==> src/rtl/if_fetch_queue.sv <==
// Instruction fetch initiator: owns the PC, drives the ROM port
// and queues {pc, inst} pairs for decode behind a valid/ready handshake.
module if_fetch_queue #(
  parameter int          DEPTH    = 4,
  parameter logic [31:0] RESET_PC = 32'h0000_0000
) (
  input  logic        clk,
  input  logic        rst,
  output logic        rom_ce,
  output logic [31:0] rom_addr,
  input  logic [31:0] rom_inst,
  input  logic        redirect_i,
  input  logic [31:0] redirect_pc_i,
  output logic        id_valid,
  input  logic        id_ready,
  output logic [31:0] id_pc,
  output logic [31:0] id_inst
);

  localparam int AW = $clog2(DEPTH);
  localparam int CW = $clog2(DEPTH + 1);

  logic [31:0]   pc_q, pc_d;
  logic          ce_q;
  logic [AW-1:0] rd_q, rd_d;
  logic [AW-1:0] wr_q, wr_d;
  logic [CW-1:0] cnt_q, cnt_d;

  logic [31:0] pc_mem   [DEPTH];
  logic [31:0] inst_mem [DEPTH];

  logic full, pop, push;

  assign full = (cnt_q == CW'(DEPTH));
  assign pop  = id_valid & id_ready;
  assign push = ce_q & ~redirect_i & (~full | pop);

  assign rom_ce   = ce_q;
  assign rom_addr = pc_q;

  assign id_valid = (cnt_q != '0);
  assign id_pc    = id_valid ? pc_mem[rd_q]   : 32'h0;
  assign id_inst  = id_valid ? inst_mem[rd_q] : 32'h0;

  always_comb begin
    pc_d  = pc_q;
    rd_d  = rd_q;
    wr_d  = wr_q;
    cnt_d = cnt_q;
    if (redirect_i) begin
      // Flush beats everything queued or in flight
      pc_d  = redirect_pc_i & ~32'h3;
      rd_d  = '0;
      wr_d  = '0;
      cnt_d = '0;
    end else begin
      if (push) begin
        pc_d = pc_q + 32'd4;
        wr_d = wr_q + AW'(1);
      end
      if (pop) begin
        rd_d = rd_q + AW'(1);
      end
      if (push && !pop) begin
        cnt_d = cnt_q + CW'(1);
      end else if (pop && !push) begin
        cnt_d = cnt_q - CW'(1);
      end
    end
  end

  always_ff @(posedge clk) begin
    if (!rst) begin
      pc_q  <= RESET_PC;
      ce_q  <= 1'b0;
      rd_q  <= '0;
      wr_q  <= '0;
      cnt_q <= '0;
    end else begin
      pc_q  <= pc_d;
      ce_q  <= 1'b1;
      rd_q  <= rd_d;
      wr_q  <= wr_d;
      cnt_q <= cnt_d;
    end
  end

  always_ff @(posedge clk) begin
    if (rst && push) begin
      pc_mem[wr_q]   <= pc_q;
      inst_mem[wr_q] <= rom_inst;
    end
  end

endmodule

==> config.mk <==
export PLATFORM = sky130hd
export DESIGN_NAME = if_fetch_queue
export DESIGN_NICKNAME = d
export VERILOG_FILES = /design/src/rtl/if_fetch_queue.sv
export SDC_FILE = /design/constraint.sdc
export NUM_CORES = 1
export LEC_CHECK = 0
export ABC_CLOCK_PERIOD_IN_PS = 2870
export BUFFER_PORTS_ARGS = -buffer_cell sky130_fd_sc_hd__buf_2
export CAP_MARGIN = 20
export CELL_PAD_IN_SITES_DETAIL_PLACEMENT = 0
export CELL_PAD_IN_SITES_GLOBAL_PLACEMENT = 1
export CORE_UTILIZATION = 44
export CTS_BUF_LIST = sky130_fd_sc_hd__clkbuf_16
export CTS_CLUSTER_DIAMETER = 100
export DETAILED_ROUTE_END_ITERATION = 10
export GPL_TIMING_DRIVEN = 0
export PLACE_DENSITY_LB_ADDON = 0.1
export SYNTH_ARGS = -nofsm -noshare
export SYNTH_HDL_FRONTEND = slang
export SYNTH_SLANG_ARGS = --single-unit
==> constraint.sdc <==
create_clock -name clk -period 2.87 [get_ports clk]
set_input_delay 0 -clock clk [delete_from_list [all_inputs] [get_ports clk]]
set_output_delay 0 -clock clk [all_outputs]
set_load 0.02 [all_outputs]
==> reports/qor.txt, run 1 <==
Status = completed
Most frequent cells in the layout = edfxtp_1 (248), buf_2 (165), and2_1 (67), dlygate4sd3_1 (66), mux4_2 (62)
Std-Cell Rows = 59
Prevailing post-synth register cell = edfxtp_1
Synth warnings = 0
Area of the core = 26000 sq um
Critical-path top delay cell = or4b_2
Maxcap violations = 0
Pins Over Slew Limit = 0
R2R setup slack = 0.19 ns
Number of cells on the critical path = 9
Int Pwr = 7.18 mW
Busiest layer in global routing = met2
Maximum vdd drop = 490 uV
Hold path cells = 4
Largest stage delay on the critical path = 0.77 ns
Clock power share = 40.2%
Reg2Reg Capture Point = cnt_q[2]$_SDFFE_PP0P_
Worst-path cell chain = or4b_2 > nand2_1 > nor2_1 > ha_1 > inv_1 > fa_1 > xor2_1 > or3_1 > a21oi_1
Largest family of logic cells by synthesized area = multiplexers
Final Setup Violations = 0
Met2 usage = 33.2%
Number of synthesized flops with an enable pin = 248
Sequential element share of the synthesized area = 70.9%
NetSw = 2.10 mW
Drt first-iter violations = 473
Cells after Synth = 677
Clk sinks = 288
Post-synthesis mux area share = 12.1%
CP arrival = 3.12 ns
Hpwl dp = 16900 um
Hold Slack = 0.144 ns
RSZ-0062 raised after global routing = false
Skew-Pair Late Insertion Delay = 0.53 ns
Complex-gate fraction of the synthesized area = 4.10%
Layout area overhead = 25.3%
Cell taking the most area after synthesis = edfxtp_1
Synth cell types = 51
Cells after DPL = 1178
Detailed-router iteration count before antenna repair = 6
Pwr/cell area = 636 nW/um^2
Max Clk Rate = 373 MHz
Worst rel slew slack = 34.7%
Post-synthesis xor/xnor area fraction = 1.13%
Critical Path RT = 3.31 ns
Tightest Pin Transition = 0.966 ns
Vias in the first global route = 7097
Avg Inst Size Synth = 17.2 sq um
Die extent in x = 165 um
Total GRT Usage = 19.6%
# DRC = 0
Async set or reset register ratio after synthesis = 0%
Clk_skew = 0.0105 ns
Post-CTS Setup Inserts = 0
First-pass GRT wire length = 40200 um
Final hold vios = 0
Switch share = 22.6%
Clock root buffer master = clkbuf_16
Area of the die = 27100 sq um
Worst-case reg-to-reg path depth = 9
Post-Synth Simple-Gate Area = 9.18%
Detail Route Antenna Nets = 0
M3 GR Usage = 2.99%
Yosys reg bits = 288
Final std cells w/o fill = 1298
Share of cells above drive strength 1 = 30.9%
CTS tree = yes
Via density = 5.39
Gate power share = 9.0%
Crit path kind = reg2reg
H-tree Lvls = 1
Wirelength, routed = 26600 um
Dpl ws = 0.117 ns
Sequential power share = 50.9%
Critical Path Sink Type = register
Ant diodes = 0
Cell area after synthesis = 11600 sq um
Die Y = 165 um
Via count = 6995
Overflow after GRT = 0
CP Buf/Inv Count = 1
FF-to-FF Start = cnt_q[0]$_SDFFE_PP0P_
Worst hold start = redirect_i
Pleak = 5.15 nW
CTS buffer count = 29
DR WL/cell = 20.5 um
Synth top area share = 64.0%
Largest net degree at the start of global routing = 34
Final period util = 93.4%
Hold WC Path Type = in2reg
Worst Setup Start Kind = register
Finished Core Util = 56.1%
Initial Util = 44.8%
Commonest non-fill, non-tap cell in the layout = edfxtp_1
Met1 GRT Util = 26.5%
CP max FO = 7
Clock Path Buffers = 3
Synth Area in Adders = 0.817%
Port bufs = 159
Initial antenna violation count = 0
Period minus WS final = 2.68 ns
Io pins = 166
Fin worst setup slack = 0.189 ns
Cell family with most CP delay = simple AND/OR/NAND/NOR gates
Ranking of synthesized cells by area = edfxtp_1 (64%), mux4_2 (12%), dfxtp_1 (6.9%)
Worst-path clk slew = 0.06 ns
Nets@finish = 1016
Placer congestion estimate = 0.807
Worst hold endpoint = rom_addr[28]$_SDFFE_PN0P_
==> flip-flops by register name (all words and copies together), names as in the netlist, named ones only <==
signal    flops
rom_ce        1
pc_mem      120
rd_q          2
inst_mem    128
cnt_q         3
rom_addr     30
wr_q          2
==> layout make-up <==
class                   instances  area, sq um
clock inverters                24          221
repair buffers                230         1540
clock buffers                  29          726
fillers                      2100        11400
inverters                      10         37.5
flip-flops and latches        288         8250
multi-input cells             342         3210
plain buffers                  40          176
well taps                     335          419
==> power groups by stage <==
stage / Sequential (mW) / Combinational, mW / Clock [mW]
final: 4.72 / 0.830 / 3.72
after global routing: 4.73 / 0.904 / 3.96
after CTS: 4.72 / 0.845 / 3.81
after detailed placement: 4.81 / 0.771 / 0
after global placement: 4.80 / 0.754 / 0
after floorplan: 4.81 / 0.435 / 0
==> how the worst max path moves through the flow <==
stage                                        start                   endpoint  slack (ns)
after global placement       cnt_q[0]$_SDFFE_PP0P_    pc_mem[0][10]$_DFFE_PP_       -0.17
after CTS                                 register                  id_pc[12]        0.07
after floorplan              cnt_q[0]$_SDFFE_PP0P_      cnt_q[2]$_SDFFE_PP0P_        0.59
after global routing      rom_addr[5]$_SDFFE_PN0P_  rom_addr[21]$_SDFFE_PN0P_       0.009
after detailed placement     cnt_q[0]$_SDFFE_PP0P_      cnt_q[2]$_SDFFE_PP0P_        0.12
final                        cnt_q[0]$_SDFFE_PP0P_      cnt_q[2]$_SDFFE_PP0P_        0.19
==> tightest hold or removal path, cell delays in order <==
cell and delay, ns:
buf_2 0.13, clkinv_1 0.21, o21ai_0 0.22, a311oi_1 0.06
==> per-stage QoR <==
step	total power, mW	setup TNS [ns]	instance area [sq um]
3_5_place_dp	5.58	0	13000
4_1_cts	9.37	0	14600
2_1_floorplan	5.25	0	11700
3_3_place_gp	5.56	-39.32	12900
6_report	9.28	0	14600
5_1_grt	9.60	0	14600
==> synthesized netlist by cell type, types with 7 or more instances <==
| master | number |
|---|---|
| and2_1 | 71 |
| nor2_1 | 25 |
| nand4_1 | 9 |
| a311oi_1 | 13 |
| a211oi_1 | 10 |
| inv_1 | 8 |
| nor2b_1 | 9 |
| xnor2_1 | 7 |
| nand2_1 | 16 |
| dfxtp_1 | 40 |
| edfxtp_1 | 248 |
| nor3_1 | 7 |
| o21ai_0 | 22 |
| xor2_1 | 8 |
| clkbuf_1 | 28 |
| nand3_1 | 8 |
| mux4_2 | 62 |
| a31oi_1 | 7 |
==> logic make-up after synthesis <==
family | after synthesis
multiplexers | 63
other | 1
buffers and inverters | 50
adder cells (fa/ha/maj) | 7
AND/OR/NAND/NOR | 183
flip-flops | 288
AO/OA/AOI/OAI | 70
XOR/XNOR | 15
==> per-layer routing <==
layer	vias to the layer above	share of wire (%)
li1	3212	-
met1	3555	43
met2	198	50
met3	30	5.0
met4	0	1.6
met5	-	0
==> repair_timing <==
| action | 4_1_cts | 5_1_grt |
|---|---|---|
| endpoints found under the setup margin | 0 | 2 |
| hold buffers | 66 | 0 |
| endpoints found under the hold margin | 166 | 0 |
| gates resized for setup | 0 | 7 |
Note: power is estimated with default switching activity, not from simulation.
==> inputs of run 2 (changes only) <==
--- a/config.mk
+++ b/config.mk
@@ -15,7 +15,7 @@
 export CTS_CLUSTER_DIAMETER = 100
 export DETAILED_ROUTE_END_ITERATION = 10
 export GPL_TIMING_DRIVEN = 0
-export PLACE_DENSITY_LB_ADDON = 0.1
+export PLACE_DENSITY_LB_ADDON = 0.08
 export SYNTH_ARGS = -nofsm -noshare
 export SYNTH_HDL_FRONTEND = slang
 export SYNTH_SLANG_ARGS = --single-unit
==> reports/qor.txt, run 2 (same netlist as run 1, synthesis figures left out) <==
Worst Setup Start Kind = register (unchanged)
Via density = 5.37 (was 5.39)
Max Clk Rate = 370 MHz (was 373 MHz)
First-pass GRT wire length = 40100 um (was 40200 um)
RSZ-0062 raised after global routing = false (unchanged)
DR WL/cell = 20.2 um (was 20.5 um)
Worst hold start = redirect_i (unchanged)
Total GRT Usage = 19.7% (was 19.6%)
CP Buf/Inv Count = 3 (was 1)
Hold path cells = 4 (unchanged)
Nets@finish = 1016 (unchanged)
Die Y = 165 um (unchanged)
Pwr/cell area = 635 nW/um^2 (was 636 nW/um^2)
Worst rel slew slack = 37.6% (was 34.7%)
Largest net degree at the start of global routing = 44 (was 34)
Worst-path clk slew = 0.06 ns (about the same)
Final hold vios = 0 (unchanged)
Placer congestion estimate = 0.828 (was 0.807)
Layout area overhead = 25.5% (was 25.3%)
Hpwl dp = 17000 um (was 16900 um)
Reg2Reg Capture Point = cnt_q[2]$_SDFFE_PP0P_ (unchanged)
Busiest layer in global routing = met2 (unchanged)
M3 GR Usage = 2.81% (was 2.99%)
FF-to-FF Start = cnt_q[0]$_SDFFE_PP0P_ (unchanged)
Wirelength, routed = 26300 um (was 26600 um)
Pleak = 5.20 nW (was 5.15 nW)
Area of the core = 26000 sq um (unchanged)
Vias in the first global route = 7029 (was 7097)
Std-Cell Rows = 59 (unchanged)
Critical Path RT = 2.87 ns (was 3.31 ns)
Most frequent CP cell = buf_2
Post-CTS Setup Inserts = 0 (unchanged)
Crit path kind = reg2out (was reg2reg)
Cell family with most CP delay = buffers and inverters (was simple AND/OR/NAND/NOR gates)
Overflow after GRT = 0 (unchanged)
Io pins = 166 (unchanged)
H-tree Lvls = 1 (unchanged)
Clock root buffer master = clkbuf_16 (unchanged)
Clk sinks = 288 (unchanged)
Max FFs per register = 128 (unchanged)
Clock Path Buffers = 3 (unchanged)
Post-DP Area = 13000 sq um (about the same)
Area of the die = 27100 sq um (unchanged)
Detail Route Antenna Nets = 0 (unchanged)
Finished Core Util = 56.2% (was 56.1%)
Period minus WS final = 2.70 ns (was 2.68 ns)
Die extent in x = 165 um (unchanged)
Initial Util = 44.8% (unchanged)
Worst-path cell chain = clkbuf_1 > buf_2 > mux4_2 > and2_1 > buf_2 (was or4b_2 > nand2_1 > nor2_1 > ha_1 > inv_1 > fa_1 > xor2_1 > or3_1 > a21oi_1)
Ant diodes = 0 (unchanged)
Total negative slack = 0 ns (unchanged)
Met1 GRT Util = 27.6% (was 26.5%)
Via count = 6978 (was 6995)
# DRC = 0 (unchanged)
Met2 usage = 32.4% (was 33.2%)
Final instance area = 14600 sq um (about the same)
Port bufs = 159 (unchanged)
Hold WC Path Type = in2reg (unchanged)
Most frequent cells in the layout = edfxtp_1 (248), buf_2 (165), and2_1 (67), dlygate4sd3_1 (66), mux4_2 (62) (unchanged)
Skew-Pair Late Insertion Delay = 0.55 ns (was 0.53 ns)
Largest stage delay on the critical path = 0.58 ns (was 0.77 ns)
Fin worst setup slack = 0.169 ns (was 0.189 ns)
Detailed-router iteration count before antenna repair = 5 (was 6)
R2R setup slack = 0.20 ns (was 0.19 ns)
Final period util = 94.1% (was 93.4%)
CTS tree = yes (unchanged)
Worst-case reg-to-reg path depth = 9 (unchanged)
Clk_skew = 0.00982 ns (was 0.0105 ns)
Final Setup Violations = 0 (unchanged)
Drt first-iter violations = 436 (was 473)
Commonest non-fill, non-tap cell in the layout = edfxtp_1 (unchanged)
Maxcap violations = 0 (unchanged)
Number of cells on the critical path = 5 (was 9)
Tightest Pin Transition = 0.923 ns (was 0.966 ns)
Share of cells above drive strength 1 = 29.8% (was 30.9%)
Register with the most flip-flops = inst_mem (unchanged)
Critical Path Sink Type = output pin (was register)
CP arrival = 2.70 ns (was 3.12 ns)
CP max FO = 10 (was 7)
Worst hold endpoint = rom_addr[25]$_SDFFE_PN0P_ (was rom_addr[28]$_SDFFE_PN0P_)
Maximum vdd drop = 394 uV (was 490 uV)
Status = completed (unchanged)
Dpl ws = 0.164 ns (was 0.117 ns)
CTS buffer count = 30 (was 29)
Pins Over Slew Limit = 0 (unchanged)
Initial antenna violation count = 0 (unchanged)
Critical-path top delay cell = mux4_2 (was or4b_2)
## run 2: final cells by class
class	instances	area [sq um]
Multi-Input combinational cell	342	3200
Clock inverter	25	184
Sequential cell	288	8250
Buffer	39	170
Timing Repair Buffer	230	1570
Fill cell	2122	11400
Inverter	10	37.5
Clock buffer	31	776
Tap cell	335	419
## run 2: worst reg2reg max path, stage by stage, from the launching register on
cell and delay [ns]:
dfxtp_1 0.37, or4b_2 0.75, nand2_1 0.30, nor2_1 0.11, ha_1 0.24, inv_1 0.09
fa_1 0.19, xor2_1 0.08, or3_1 0.32, a21oi_1 0.16
## run 2: how the worst max path moves through the flow
| stage | start | endpoint | slack (ns) |
|---|---|---|---|
| 6_report | register | id_pc[12] | 0.17 |
| 5_1_grt | rom_addr[6]$_SDFFE_PN0P_ | rom_addr[21]$_SDFFE_PN0P_ | 0.003 |
| 4_1_cts | register | id_pc[12] | 0.05 |
| 3_5_place_dp | cnt_q[0]$_SDFFE_PP0P_ | cnt_q[2]$_SDFFE_PP0P_ | 0.16 |
| 3_3_place_gp | cnt_q[0]$_SDFFE_PP0P_ | pc_mem[2][25]$_DFFE_PP_ | -0.18 |
| 2_1_floorplan | cnt_q[0]$_SDFFE_PP0P_ | cnt_q[2]$_SDFFE_PP0P_ | 0.59 |
## run 2: routing by layer
layer	wire [um]	share of wire [%]
met1	11600	44
met2	13000	49
met3	1360	5.2
met4	366	1.4
met5	0	0
## run 2: stage by stage
stage / power [mW] / hold WS (ns) / cells
after CTS: 9.37 / 0.0834 / 1300
after detailed placement: 5.58 / 0.195 / 1178
after global placement: 5.55 / 0.201 / 1174
final: 9.27 / 0.0942 / 1300
after global routing: 9.60 / 0.127 / 1300
after floorplan: 5.25 / 0.0277 / 680
## run 2: repair_timing
item | in CTS | in global routing
resized for setup | 0 | 2
hold endpoints to repair | 166 | 0
setup endpoints to repair | 0 | 3
hold buffers | 66 | 0
## run 2: power breakdown
part           leakage, nW  internal, mW  switching, mW  total (mW)
Sequential            2.60          4.63         0.0919        4.72
Clock                0.510          2.20           1.52        3.72
Combinational         2.09         0.351          0.476       0.827
==> inputs of run 3 (changes only) <==
--- a/config.mk
+++ b/config.mk
@@ -10,6 +10,7 @@
 export CAP_MARGIN = 20
 export CELL_PAD_IN_SITES_DETAIL_PLACEMENT = 0
 export CELL_PAD_IN_SITES_GLOBAL_PLACEMENT = 1
+export CORE_ASPECT_RATIO = 0.7
 export CORE_UTILIZATION = 44
 export CTS_BUF_LIST = sky130_fd_sc_hd__clkbuf_16
 export CTS_CLUSTER_DIAMETER = 100
==> reports/qor.txt, run 3 (same netlist as run 1, synthesis figures left out) <==
Status = completed (unchanged)
Pins Over Slew Limit = 0 (unchanged)
Final hold vios = 0 (unchanged)
Initial Util = 45.1% (was 44.8%)
Via density = 5.34 (was 5.37)
First-pass GRT wire length = 42200 um (was 40100 um)
Final std cells w/o fill = 1319 (was 1300)
Met2 usage = 31.7% (was 32.4%)
Clock root buffer master = clkbuf_16 (unchanged)
Area of the core = 25800 sq um (was 26000 sq um)
Detailed-router iteration count before antenna repair = 5 (unchanged)
Post-DP Area = 13000 sq um (about the same)
Skew-Pair Late Insertion Delay = 0.55 ns (about the same)
Clock Path Buffers = 3 (unchanged)
Worst-path cell chain = or4b_2 > nand2_1 > nor2_1 > ha_1 > inv_1 > fa_1 > xor2_1 > or3_1 > a21oi_1 (was clkbuf_1 > buf_2 > mux4_2 > and2_1 > buf_2)
Period minus WS final = 2.70 ns (about the same)
Multi-input gate area = 3210 sq um (was 3200 sq um)
Dpl ws = 0.0358 ns (was 0.164 ns)
Worst-path clk slew = 0.06 ns (about the same)
Finished Core Util = 56.3% (was 56.2%)
Pwr Total = 9.07 mW (was 9.27 mW)
Placer congestion estimate = 0.776 (was 0.828)
Sequential power share = 52.1% (was 50.9%)
Layout area overhead = 24.9% (was 25.5%)
Most frequent cells in the layout = edfxtp_1 (248), buf_2 (165), and2_1 (67), dlygate4sd3_1 (66), mux4_2 (62) (unchanged)
Int Pwr = 6.98 mW (was 7.18 mW)
Max FFs per register = 128 (unchanged)
Cells after DPL = 1201 (was 1178)
Maxcap violations = 0 (unchanged)
Die Y = 138 um (was 165 um)
DR WL/cell = 20.6 um (was 20.2 um)
Register with the most flip-flops = inst_mem (unchanged)
Post-CTS Setup Inserts = 0 (unchanged)
Wirelength, routed = 27200 um (was 26300 um)
Max Clk Rate = 370 MHz (about the same)
Detail Route Antenna Nets = 0 (unchanged)
Port bufs = 159 (unchanged)
Crit path kind = reg2reg (was reg2out)
H-tree Lvls = 1 (unchanged)
Via count = 7048 (was 6978)
Gate power share = 9.2% (was 8.9%)
Fin worst setup slack = 0.169 ns (about the same)
# DRC = 0 (unchanged)
Clk_skew = 0.0117 ns (was 0.00982 ns)
Final period util = 94.1% (about the same)
Share of cells above drive strength 1 = 29.8% (about the same)
Hpwl dp = 17500 um (was 17000 um)
Area of the die = 27100 sq um (about the same)
Final instance area = 14500 sq um (was 14600 sq um)
CTS buffer count = 29 (was 30)
CP arrival = 3.16 ns (was 2.70 ns)
Vias in the first global route = 7208 (was 7029)
Total GRT Usage = 20.5% (was 19.7%)
M3 GR Usage = 3.54% (was 2.81%)
Pleak = 5.16 nW (was 5.20 nW)
Fillers = 2101 (was 2122)
Initial antenna violation count = 1 (was 0)
RSZ-0062 raised after global routing = false (unchanged)
Largest net degree at the start of global routing = 35 (was 44)
Io pins = 166 (unchanged)
Hold WC Path Type = in2reg (unchanged)
Final Setup Violations = 0 (unchanged)
NetSw = 2.09 mW (about the same)
Ant diodes = 0 (unchanged)
Worst rel slew slack = 39.6% (was 37.6%)
Critical-path top delay cell = or4b_2 (was mux4_2)
Std-Cell Rows = 49 (was 59)
Busiest layer in global routing = met2 (unchanged)
Reg area = 8250 sq um (unchanged)
Met1 GRT Util = 30.4% (was 27.6%)
Nets@finish = 1014 (was 1016)
Switch share = 23.1% (was 22.5%)
Maximum vdd drop = 451 uV (was 394 uV)
CTS tree = yes (unchanged)
Critical Path Sink Type = register (was output pin)
Clock power share = 38.7% (was 40.2%)
Largest stage delay on the critical path = 0.78 ns (was 0.58 ns)
Tightest Pin Transition = 0.893 ns (was 0.923 ns)
Drt first-iter violations = 396 (was 436)
Clk sinks = 288 (unchanged)
Critical Path RT = 3.33 ns (was 2.87 ns)
Pwr/cell area = 624 nW/um^2 (was 635 nW/um^2)
Overflow after GRT = 0 (unchanged)
Die extent in x = 196 um (was 165 um)
Worst Setup Start Kind = register (unchanged)
CP max FO = 7 (was 10)
Commonest non-fill, non-tap cell in the layout = edfxtp_1 (unchanged)
-- run 3: repair_timing --
action                                  4_1_cts  5_1_grt
hold endpoints to repair                    164        0
endpoints found under the setup margin        0       48
gates resized for setup                       0        4
hold buffers                                 66        0
-- run 3: per-layer routing --
layer | routed length (um) | vias to the layer above
li1 | - | 3200
met1 | 12700 | 3595
met2 | 12500 | 206
met3 | 1380 | 45
met4 | 545 | 2
met5 | 8 | -
-- run 3: critical path, delay by kind of cell, from the launching register on --
family	cells	cell delay, ns
simple gates	4	1.52
fa+ha+maj	2	0.41
flops	1	0.37
compound gates	1	0.17
buf+inv	1	0.08
xor+xnor	1	0.07
-- run 3: worst paths after layout --
path | start | endpoint | depth (start not counted) | slack [ns]
setup / recovery | cnt_q[0]$_SDFFE_PP0P_ | cnt_q[2]$_SDFFE_PP0P_ | 9 | 0.17
setup reg to reg | cnt_q[0]$_SDFFE_PP0P_ | cnt_q[2]$_SDFFE_PP0P_ | 9 | 0.17
hold / removal | redirect_i | rom_addr[25]$_SDFFE_PN0P_ | 4 | 0.12
hold reg to reg | wr_q[1]$_SDFFE_PP0N_ | wr_q[1]$_SDFFE_PP0N_ | 2 | 0.50
-- run 3: layout make-up --
| class | count | share of cell area (%) |
|---|---|---|
| well taps | 357 | 3.07 |
| multi-input cells | 342 | 22.1 |
| flip-flops and latches | 288 | 56.7 |
| repair buffers | 230 | 10.6 |
| clock buffers | 29 | 4.99 |
| inverters | 10 | 0.258 |
| clock inverters | 25 | 1.08 |
| plain buffers | 38 | 1.14 |
-- run 3: power by group through the flow --
| stage | combinational, mW | sequential, mW | clock [mW] |
|---|---|---|---|
| 6_report | 0.835 | 4.72 | 3.51 |
| 5_1_grt | 0.905 | 4.74 | 3.74 |
| 4_1_cts | 0.852 | 4.72 | 3.58 |
| 3_5_place_dp | 0.777 | 4.81 | 0 |
| 3_3_place_gp | 0.762 | 4.80 | 0 |
| 2_1_floorplan | 0.435 | 4.81 | 0 |
-- run 3: through the flow --
| stage | setup TNS (ns) | hold slack (ns) |
|---|---|---|
| 3_3_place_gp | -37.58 | 0.173 |
| 6_report | 0 | 0.118 |
| 5_1_grt | 0 | 0.145 |
| 4_1_cts | 0 | 0.0766 |
| 3_5_place_dp | 0 | 0.171 |
| 2_1_floorplan | 0 | 0.0277 |
